$ cat src/rtl/sio_bus_master.sv
// -----------------------------------------------------------------------------
// sio_bus_master
//   Bus-side initiator for the simple serial I/O peripheral. It polls the
//   peripheral status register, drains received bytes into an RX FIFO and
//   feeds bytes from a TX FIFO into the peripheral data register. The fabric
//   side sees two plain valid/ready byte streams.
//
// Ports
//   clk, rst             system clock, synchronous active-high reset
//   sio_ce/rd/wr/cd      registered peripheral strobes (cd=1 selects status)
//   sio_dout [7:0]       write data, holds its last written value
//   sio_din  [7:0]       read data, valid the cycle after a read strobe
//   tx_data/valid/ready  TX byte push stream (ready = TX FIFO not full)
//   rx_data/valid/ready  RX byte pop stream (data = RX FIFO head)
//
// Parameters
//   FIFO_DEPTH  entries per FIFO, power of two, >= 2
//   POLL_GAP    idle cycles between bus transactions, >= 1
// -----------------------------------------------------------------------------

// Byte FIFO. Pointers carry one extra wrap bit so that full and empty are
// distinguishable without a separate count.
module sio_fifo #(
    parameter int DEPTH = 4
) (
    input  logic       clk,
    input  logic       rst,
    input  logic       push,
    input  logic [7:0] push_data,
    input  logic       pop,
    output logic [7:0] head,
    output logic       full,
    output logic       empty
);
    localparam int          AW      = $clog2(DEPTH);
    localparam logic [AW:0] PTR_ONE = (AW + 1)'(1);

    logic [AW:0] wr_ptr_q, wr_ptr_d;
    logic [AW:0] rd_ptr_q, rd_ptr_d;
    logic [7:0]  mem_q [DEPTH];
    logic [7:0]  mem_d [DEPTH];
    logic        do_push;
    logic        do_pop;

    assign full    = (wr_ptr_q[AW] != rd_ptr_q[AW]) &&
                     (wr_ptr_q[AW-1:0] == rd_ptr_q[AW-1:0]);
    assign empty   = (wr_ptr_q == rd_ptr_q);
    assign head    = mem_q[rd_ptr_q[AW-1:0]];
    // Full/empty come from the registered pointers only, so a pop in the
    // same cycle never makes room for a push to a full FIFO.
    assign do_push = push && !full;
    assign do_pop  = pop && !empty;

    always_comb begin
        mem_d    = mem_q;
        wr_ptr_d = wr_ptr_q;
        rd_ptr_d = rd_ptr_q;
        if (do_push) begin
            mem_d[wr_ptr_q[AW-1:0]] = push_data;
            wr_ptr_d                = wr_ptr_q + PTR_ONE;
        end
        if (do_pop) begin
            rd_ptr_d = rd_ptr_q + PTR_ONE;
        end
    end

    always_ff @(posedge clk) begin
        if (rst) begin
            wr_ptr_q <= '0;
            rd_ptr_q <= '0;
            for (int i = 0; i < DEPTH; i++) begin
                mem_q[i] <= '0;
            end
        end else begin
            wr_ptr_q <= wr_ptr_d;
            rd_ptr_q <= rd_ptr_d;
            mem_q    <= mem_d;
        end
    end
endmodule

module sio_bus_master #(
    parameter int FIFO_DEPTH = 4,
    parameter int POLL_GAP   = 1
) (
    input  logic       clk,
    input  logic       rst,
    output logic       sio_ce,
    output logic       sio_rd,
    output logic       sio_wr,
    output logic       sio_cd,
    output logic [7:0] sio_dout,
    input  logic [7:0] sio_din,
    input  logic [7:0] tx_data,
    input  logic       tx_valid,
    output logic       tx_ready,
    output logic [7:0] rx_data,
    output logic       rx_valid,
    input  logic       rx_ready
);
    localparam logic [2:0] S_GAP      = 3'd0;
    localparam logic [2:0] S_STAT_RD  = 3'd1;
    localparam logic [2:0] S_STAT_CAP = 3'd2;
    localparam logic [2:0] S_DATA_RD  = 3'd3;
    localparam logic [2:0] S_DATA_CAP = 3'd4;
    localparam logic [2:0] S_DATA_WR  = 3'd5;

    // Gap counter holds the remaining GAP cycles minus one.
    localparam int            GW       = (POLL_GAP > 1) ? $clog2(POLL_GAP) : 1;
    localparam logic [GW-1:0] GAP_LOAD = GW'(POLL_GAP - 1);
    localparam logic [GW-1:0] GAP_ONE  = GW'(1);

    logic [2:0]    state_q, state_d;
    logic [GW-1:0] gap_cnt_q, gap_cnt_d;
    logic          ce_q, ce_d;
    logic          rd_q, rd_d;
    logic          wr_q, wr_d;
    logic          cd_q, cd_d;
    logic [7:0]    dout_q, dout_d;

    logic          tx_push, tx_pop, tx_full, tx_empty;
    logic [7:0]    tx_head;
    logic          rx_push, rx_pop, rx_full, rx_empty;

    sio_fifo #(.DEPTH(FIFO_DEPTH)) u_tx_fifo (
        .clk       (clk),
        .rst       (rst),
        .push      (tx_push),
        .push_data (tx_data),
        .pop       (tx_pop),
        .head      (tx_head),
        .full      (tx_full),
        .empty     (tx_empty)
    );

    sio_fifo #(.DEPTH(FIFO_DEPTH)) u_rx_fifo (
        .clk       (clk),
        .rst       (rst),
        .push      (rx_push),
        .push_data (sio_din),
        .pop       (rx_pop),
        .head      (rx_data),
        .full      (rx_full),
        .empty     (rx_empty)
    );

    // Ready is held low during reset so nothing is accepted into a FIFO
    // that is being cleared.
    assign tx_ready = !rst && !tx_full;
    assign tx_push  = tx_valid && tx_ready;
    assign rx_valid = !rx_empty;
    assign rx_pop   = rx_ready;

    // Poll sequencer. The status byte is decoded straight off sio_din in the
    // capture cycle so the branch costs no extra cycle. RX wins over TX: the
    // peripheral drops new serial data while its RX byte is unread. A full RX
    // FIFO leaves the byte in the peripheral as backpressure.
    always_comb begin
        state_d   = state_q;
        gap_cnt_d = gap_cnt_q;
        tx_pop    = 1'b0;
        rx_push   = 1'b0;
        case (state_q)
            S_GAP: begin
                if (gap_cnt_q == '0) begin
                    state_d = S_STAT_RD;
                end else begin
                    gap_cnt_d = gap_cnt_q - GAP_ONE;
                end
            end
            S_STAT_RD: begin
                state_d = S_STAT_CAP;
            end
            S_STAT_CAP: begin
                if (sio_din[1] && !rx_full) begin
                    state_d = S_DATA_RD;
                end else if (sio_din[0] && !tx_empty) begin
                    state_d = S_DATA_WR;
                end else begin
                    state_d   = S_GAP;
                    gap_cnt_d = GAP_LOAD;
                end
            end
            S_DATA_RD: begin
                state_d = S_DATA_CAP;
            end
            S_DATA_CAP: begin
                rx_push   = 1'b1;
                state_d   = S_GAP;
                gap_cnt_d = GAP_LOAD;
            end
            S_DATA_WR: begin
                // The head was presented on sio_dout for this strobe.
                tx_pop    = 1'b1;
                state_d   = S_GAP;
                gap_cnt_d = GAP_LOAD;
            end
            default: begin
                state_d   = S_GAP;
                gap_cnt_d = GAP_LOAD;
            end
        endcase
    end

    // Strobes are decoded from the next state and registered, so each bus
    // output is a flop that is high exactly while the FSM sits in the
    // matching transaction state.
    always_comb begin
        ce_d   = (state_d == S_STAT_RD) || (state_d == S_DATA_RD) ||
                 (state_d == S_DATA_WR);
        rd_d   = (state_d == S_STAT_RD) || (state_d == S_DATA_RD);
        wr_d   = (state_d == S_DATA_WR);
        cd_d   = (state_d == S_STAT_RD);
        dout_d = (state_d == S_DATA_WR) ? tx_head : dout_q;
    end

    always_ff @(posedge clk) begin
        if (rst) begin
            state_q   <= S_GAP;
            gap_cnt_q <= GAP_LOAD;
            ce_q      <= 1'b0;
            rd_q      <= 1'b0;
            wr_q      <= 1'b0;
            cd_q      <= 1'b0;
            dout_q    <= 8'h00;
        end else begin
            state_q   <= state_d;
            gap_cnt_q <= gap_cnt_d;
            ce_q      <= ce_d;
            rd_q      <= rd_d;
            wr_q      <= wr_d;
            cd_q      <= cd_d;
            dout_q    <= dout_d;
        end
    end

    assign sio_ce   = ce_q;
    assign sio_rd   = rd_q;
    assign sio_wr   = wr_q;
    assign sio_cd   = cd_q;
    assign sio_dout = dout_q;
endmodule

$ cat config.mk
export PLATFORM = sky130hd
export DESIGN_NAME = sio_bus_master
export DESIGN_NICKNAME = d
export VERILOG_FILES = /design/src/rtl/sio_bus_master.sv
export SDC_FILE = /design/constraint.sdc
export NUM_CORES = 1
export LEC_CHECK = 0
export CORE_MARGIN = 3
export CORE_UTILIZATION = 50
export CTS_BUF_LIST = sky130_fd_sc_hd__clkbuf_16
export CTS_CLUSTER_DIAMETER = 100
export DETAILED_ROUTE_END_ITERATION = 7
export PLACE_DENSITY_LB_ADDON = 0.1
export SYNTH_ARGS = -nofsm -noshare
export SYNTH_HDL_FRONTEND = slang
export SYNTH_SLANG_ARGS = --single-unit
export TNS_END_PERCENT = 5
$ cat constraint.sdc
create_clock -name clk -period 3.3 [get_ports clk]
set_clock_uncertainty 0.2 [all_clocks]
set_input_delay 0.66 -clock clk [delete_from_list [all_inputs] [get_ports clk]]
set_output_delay 0.66 -clock clk [all_outputs]
set_load 0.05 [all_outputs]
* Word-level counts from Yosys, hierarchy flattened *
Cells that the tools add are included.

operators by class
  add/sub/neg operators = 5
  magnitude comparators = 6
  equal/unequal tests = 16
  muxes and demuxes = 22
  bitwise gates (word level) = 5
  reductions and logical operators = 22

operator list
  operator             number
  $bwmux 32            2
  $mux 8               6
  $bmux 8 s2           2
  $demux 8 s2          2
  $add 3x1->3 const B  4
  $ge 3x3->1 const B   4
  $logic_and 1x1->1    12
  $not 2->3            4
  $pmux 3 s4           1
  $eq 3x2->1 const B   3
  $eq 3x3->1 const B   3
  $mux 3               3
  $eq 3x1->1 const B   2
  $eq 3x3->1           2
  $lt 3x1->1 const B   2
  $logic_not 1->1      5
  $mux 1               5
  $eq 2x2->1           2
  $ne 2x2->1 const B   2
  $logic_not 3->1      1
  $pmux 1 s3           1
  $reduce_and 3->1     1
  $logic_or 1x1->1     2
  $ne 1x1->1           2
  3 further kinds      3

storage, ports and cells
  register bits after elaboration = 92
  output and inout bits = 22
  word-level logic and storage cells = 95

* Longest topological paths before layout *
  depth in word-level cells = 9
  mapped depth = 7

* Modules after synthesis *
From an unflattened synthesis, not the netlist that was laid out.

unflattened totals
  cell total of the unflattened synthesis = 411
  area total of the unflattened synthesis = 4604.4 um^2

modules (own cells, without submodules)
  module          times used  cells an instance  area each (um^2)  sequential area each (um^2)
  sio_fifo        2           173                1979.4            760.7
  sio_bus_master  1           65                 645.6             300.3

* Worst setup path after synthesis *
Ideal clock, no wire load.

  kind = in2out
  start point = in rst
  end point = out tx_ready
  arrival = 1.814 ns
  path slack = 0.626 ns
  stages = 3
  buffers on the path = 2
  cells stage by stage = clkbuf_1 clkbuf_1 a31oi_1

between the ends
  word-level cells in the longest chain between the ends = 2

RTL lines
  what               RTL line  source
  from (decl)        87        input logic rst,
  $logic_not 1->1    149       assign tx_ready = !rst && !tx_full;
  $logic_and 1x1->1  149
  to (decl)          96        output logic tx_ready,

Every way passes these cells.

* Worst setup path in the final report *
  start point = reg u_rx_fifo.rd_ptr_q[0]
  end point = out rx_data[0]

between the ends
  word-level cells in the longest chain between the ends = 4

RTL lines
  what                                        RTL line  source
  from (decl)                                 39        logic [AW:0] rd_ptr_q, rd_ptr_d;
  from (signal assigned)                      76        rd_ptr_q <= rd_ptr_d;
  $not 2->3 (not written as such)             48        assign head = mem_q[rd_ptr_q[AW-1:0]];
  $bmux 8 s2                                  48
  $mux 8 (not written as such) (2 in series)  48
  to (decl)                                   97        output logic [7:0] rx_data,

Every way passes these cells. The select of a mux whose other input is x is not followed.

==> flow_metrics.env <==
export IMPL_io_pins=42
export IMPL_die_h_um=96.8
export IMPL_worst_ep_arrival_time_ns=2.11
export IMPL_max_stage_delay_ns=0.71
export IMPL_crit_path_start_kind="flop"
export IMPL_worstSkewPairLatency_ns=0.33
export IMPL_grtUsageTotal=0.194
export IMPL_crit_slowest_cell="clkdlybuf4s50_1"
export IMPL_max_freq_ghz=0.337
export IMPL_cts_tree="yes"
export IMPL_p_leak_nw=1.93
export IMPL_drc=0
export IMPL_cts_resized=0
export IMPL_clk_path_buf_depth=2
export IMPL_synth_edf_count=0
export IMPL_cts_buffers=9
export IMPL_yosysUniqueCellTypes=36
export IMPL_hp_class="flop to flop"
export IMPL_ys_seq_elements=91
export IMPL_post_drt_wl_per_cell_um=16.2
export IMPL_port_buffers=41
export IMPL_crit_family="buffers and inverters"
export IMPL_rsz0062_at_grt="false"
export IMPL_final_fill_count=652
export IMPL_setup_viol=0
export IMPL_overflow=0
export IMPL_path_cells="buf_4 -> mux4_2 -> clkdlybuf4s50_1"
export IMPL_insertedDiodeCount=0
export IMPL_synth_warnings=0
export IMPL_clk_pin_slew_ns=0.06
export IMPL_post_cts_setup_buffers=0
export IMPL_synth_main_ff_cell="dfxtp_1"
export IMPL_cts_sink_count=91
export IMPL_cap_viol_max_count=0
export IMPL_grt_pass1_wl_um=15000
export IMPL_crit_fanout=6
export IMPL_p_sw_frac=0.229
export IMPL_firstDrtPassIters=4
export IMPL_rrSetupSlack_ns=0.95
export IMPL_report_final_slew_viol_count=0
export IMPL_area_delta_synth_final_pct=19.7
export IMPL_min_period_over_period=0.900
export IMPL_ys_seq_area_frac=0.441
export IMPL_synthCells=402
export IMPL_wirelength_um=8870
export IMPL_cp_num_buf_inv=2
export IMPL_vias_per_cell=5.60
export IMPL_slew_headroom=0.195
export IMPL_synth_mux_area_frac=0.175
export IMPL_path_class="flop to output pin"
export IMPL_final_util=0.626
export IMPL_tns_ns=0
export IMPL_grt_max_degree=49
export IMPL_hold_viol_final=0
export IMPL_power_frac_seq=0.472
export IMPL_h_tree_depth=3
export IMPL_core_area_um2=7890
export IMPL_synth_fa_ha_area_frac=0.0303
export IMPL_cts_hold_fix_buffers=0
export IMPL_nets=471
export IMPL_post_route_min_period_ns=2.97
export IMPL_crit_required_ns=2.44
export IMPL_synth_simple_area_share=0.137
export IMPL_start_util=0.523
export IMPL_routabilityCongestion=0.741
export IMPL_comb_power_share=0.088
export IMPL_synth_xor_area_frac=0.0497
export IMPL_clkPwrFrac=0.439
export IMPL_grt_util_met3=0.0288
export IMPL_antenna_found_initial=0
export IMPL_crit_path_end_kind="output pin"
export IMPL_gr_usage_met2=0.291
export IMPL_dr_total_vias=3067
export IMPL_drt_iter0_drc=177
export IMPL_drive_gt1_frac=0.132
export IMPL_synth_area_um2=4130
export IMPL_synth_compound_area_share=0.133
export IMPL_die_w_um=96.8
export IMPL_grt_busiest_layer="met2"
export IMPL_synth_top_family_by_area="multiplexers"
export IMPL_grt_util_met1=0.286
export IMPL_vdd_drop_max_mv=0.283
export IMPL_synth_nets=432
export IMPL_status="completed"
export IMPL_grt_pass1_vias=2986
export IMPL_switchingPower_mw=0.552
export IMPL_cts_root_buf="clkbuf_16"
export IMPL_num_rows=32
export IMPL_async_flop_share=0
export IMPL_p_int_mw=1.86
export IMPL_tightest_slew_ns=1.20
export IMPL_p_per_area_nw_per_um2=489
export IMPL_hpwl_um=5910
export IMPL_avgSynthCellArea_um2=10.3
export IMPL_die_area_um2=9380
export IMPL_ant_nets=0
## synth_stat cells (3+ instances only)
| cell type | count | share of area |
|---|---|---|
| a21oi_1 | 42 | 0.051 |
| a31oi_1 | 3 | 0.0045 |
| buf_1 | 4 | 0.0036 |
| buf_2 | 3 | 0.0036 |
| buf_4 | 7 | 0.013 |
| clkbuf_1 | 11 | 0.010 |
| dfxtp_1 | 91 | 0.44 |
| ha_1 | 10 | 0.030 |
| inv_1 | 5 | 0.0045 |
| mux2i_1 | 36 | 0.087 |
| mux4_2 | 16 | 0.087 |
| nand2_1 | 33 | 0.030 |
| nand3_1 | 40 | 0.049 |
| nor2_1 | 46 | 0.042 |
| o21ai_1 | 8 | 0.0097 |
| o311ai_2 | 3 | 0.012 |
| o311ai_4 | 4 | 0.025 |
| o31a_1 | 3 | 0.0064 |
| o31ai_1 | 5 | 0.0091 |
| xnor2_1 | 5 | 0.011 |
| xor2_1 | 6 | 0.013 |
| xor2_2 | 3 | 0.012 |
## metal layers
layer	vias up	share of wire
met5	-	0
met4	0	0.015
met3	16	0.049
met2	66	0.46
met1	1471	0.48
li1	1514	-
## layout make-up
type | count | area, µm² | share of cell area
well taps | 102 | 128 | 0.0258
flip-flops and latches | 91 | 1820 | 0.369
inverters | 5 | 18.8 | 0.00380
clock buffers | 9 | 225 | 0.0456
repair buffers | 53 | 493 | 0.0998
multi-input cells | 281 | 2170 | 0.439
clock inverters | 7 | 85.1 | 0.0172
## flip-flops by register name, indices dropped and copies added (netlist names)
name                cells
state_q                 3
u_rx_fifo.wr_ptr_q      3
u_tx_fifo.mem_q        32
u_tx_fifo.rd_ptr_q      3
u_tx_fifo.wr_ptr_q      3
sio_rd                  1
sio_cd                  1
sio_dout                8
sio_wr                  1
u_rx_fifo.rd_ptr_q      3
sio_ce                  1
u_rx_fifo.mem_q        32
## cell usage in the layout, fill, tap and decap left out, types with 2 or more instances in the layout
cell type / n
a21oi_1: 42
clkbuf_16: 9
o31ai_1: 5
nand3_1: 40
xor2_2: 3
o21ai_1: 8
clkdlybuf4s50_1: 39
nand2_1: 33
ha_1: 10
a31oi_1: 3
nand3b_1: 2
dfxtp_1: 91
inv_1: 7
nor2_1: 46
buf_4: 13
xnor2_2: 2
o31a_1: 3
xnor2_1: 5
o311ai_2: 4
o311ai_4: 4
bufinv_16: 2
mux2i_1: 36
xor2_1: 6
or3_1: 2
mux4_2: 16
## metrics by stage
| stage | power, mW | std cells | area [µm²] | setup WS (ns) | hold slack [ns] |
|---|---|---|---|---|---|
| 6_report | 2.41 | 548 | 4940 | 0.331 | 0.256 |
| 5_1_grt | 2.50 | 548 | 4940 | 0.266 | 0.273 |
| 3_3_place_gp | 1.38 | 532 | 4630 | 0.665 | 0.240 |
| 3_5_place_dp | 1.38 | 532 | 4630 | 0.625 | 0.243 |
| 4_1_cts | 2.44 | 548 | 4940 | 0.321 | 0.252 |
| 2_1_floorplan | 1.30 | 402 | 4130 | 0.626 | 0.233 |
## worst register-to-register path, stage by stage (launching register included)
cell and delay [ns]:
dfxtp_1 0.31, buf_4 0.22, xor2_2 0.22, o31ai_1 1.04, o21ai_1 0.13, a21oi_1 0.17
## power by group through the flow
stage / combinational [mW] / sequential [mW] / clock (mW)
2_1_floorplan: 0.129 / 1.17 / 0
4_1_cts: 0.214 / 1.14 / 1.08
6_report: 0.214 / 1.14 / 1.06
3_5_place_dp: 0.213 / 1.16 / 0
3_3_place_gp: 0.212 / 1.16 / 0
5_1_grt: 0.231 / 1.14 / 1.12
## kinds of logic (layout without fill, tap and decap cells)
logic type,Yosys count,after routing
XOR/XNOR,17,17
AO/OA/AOI/OAI,74,74
adder cells (fa/ha/maj),10,10
buffers and inverters,30,74
multiplexers,52,52
AND/OR/NAND/NOR,128,128
flip-flops,91,91
## path summary, 6_finish.rpt
kind | from | endpoint | cells past startpoint
max reg2reg | u_tx_fifo.rd_ptr_q[1] | sio_dout[2] | 5
min | u_rx_fifo.mem_q[0] | u_rx_fifo.mem_q[0] | 2
max | u_rx_fifo.rd_ptr_q[0] | rx_data[0] | 3
min reg2reg | u_rx_fifo.mem_q[0] | u_rx_fifo.mem_q[0] | 2
No activity file was read; power rests on OpenSTA's default activity.
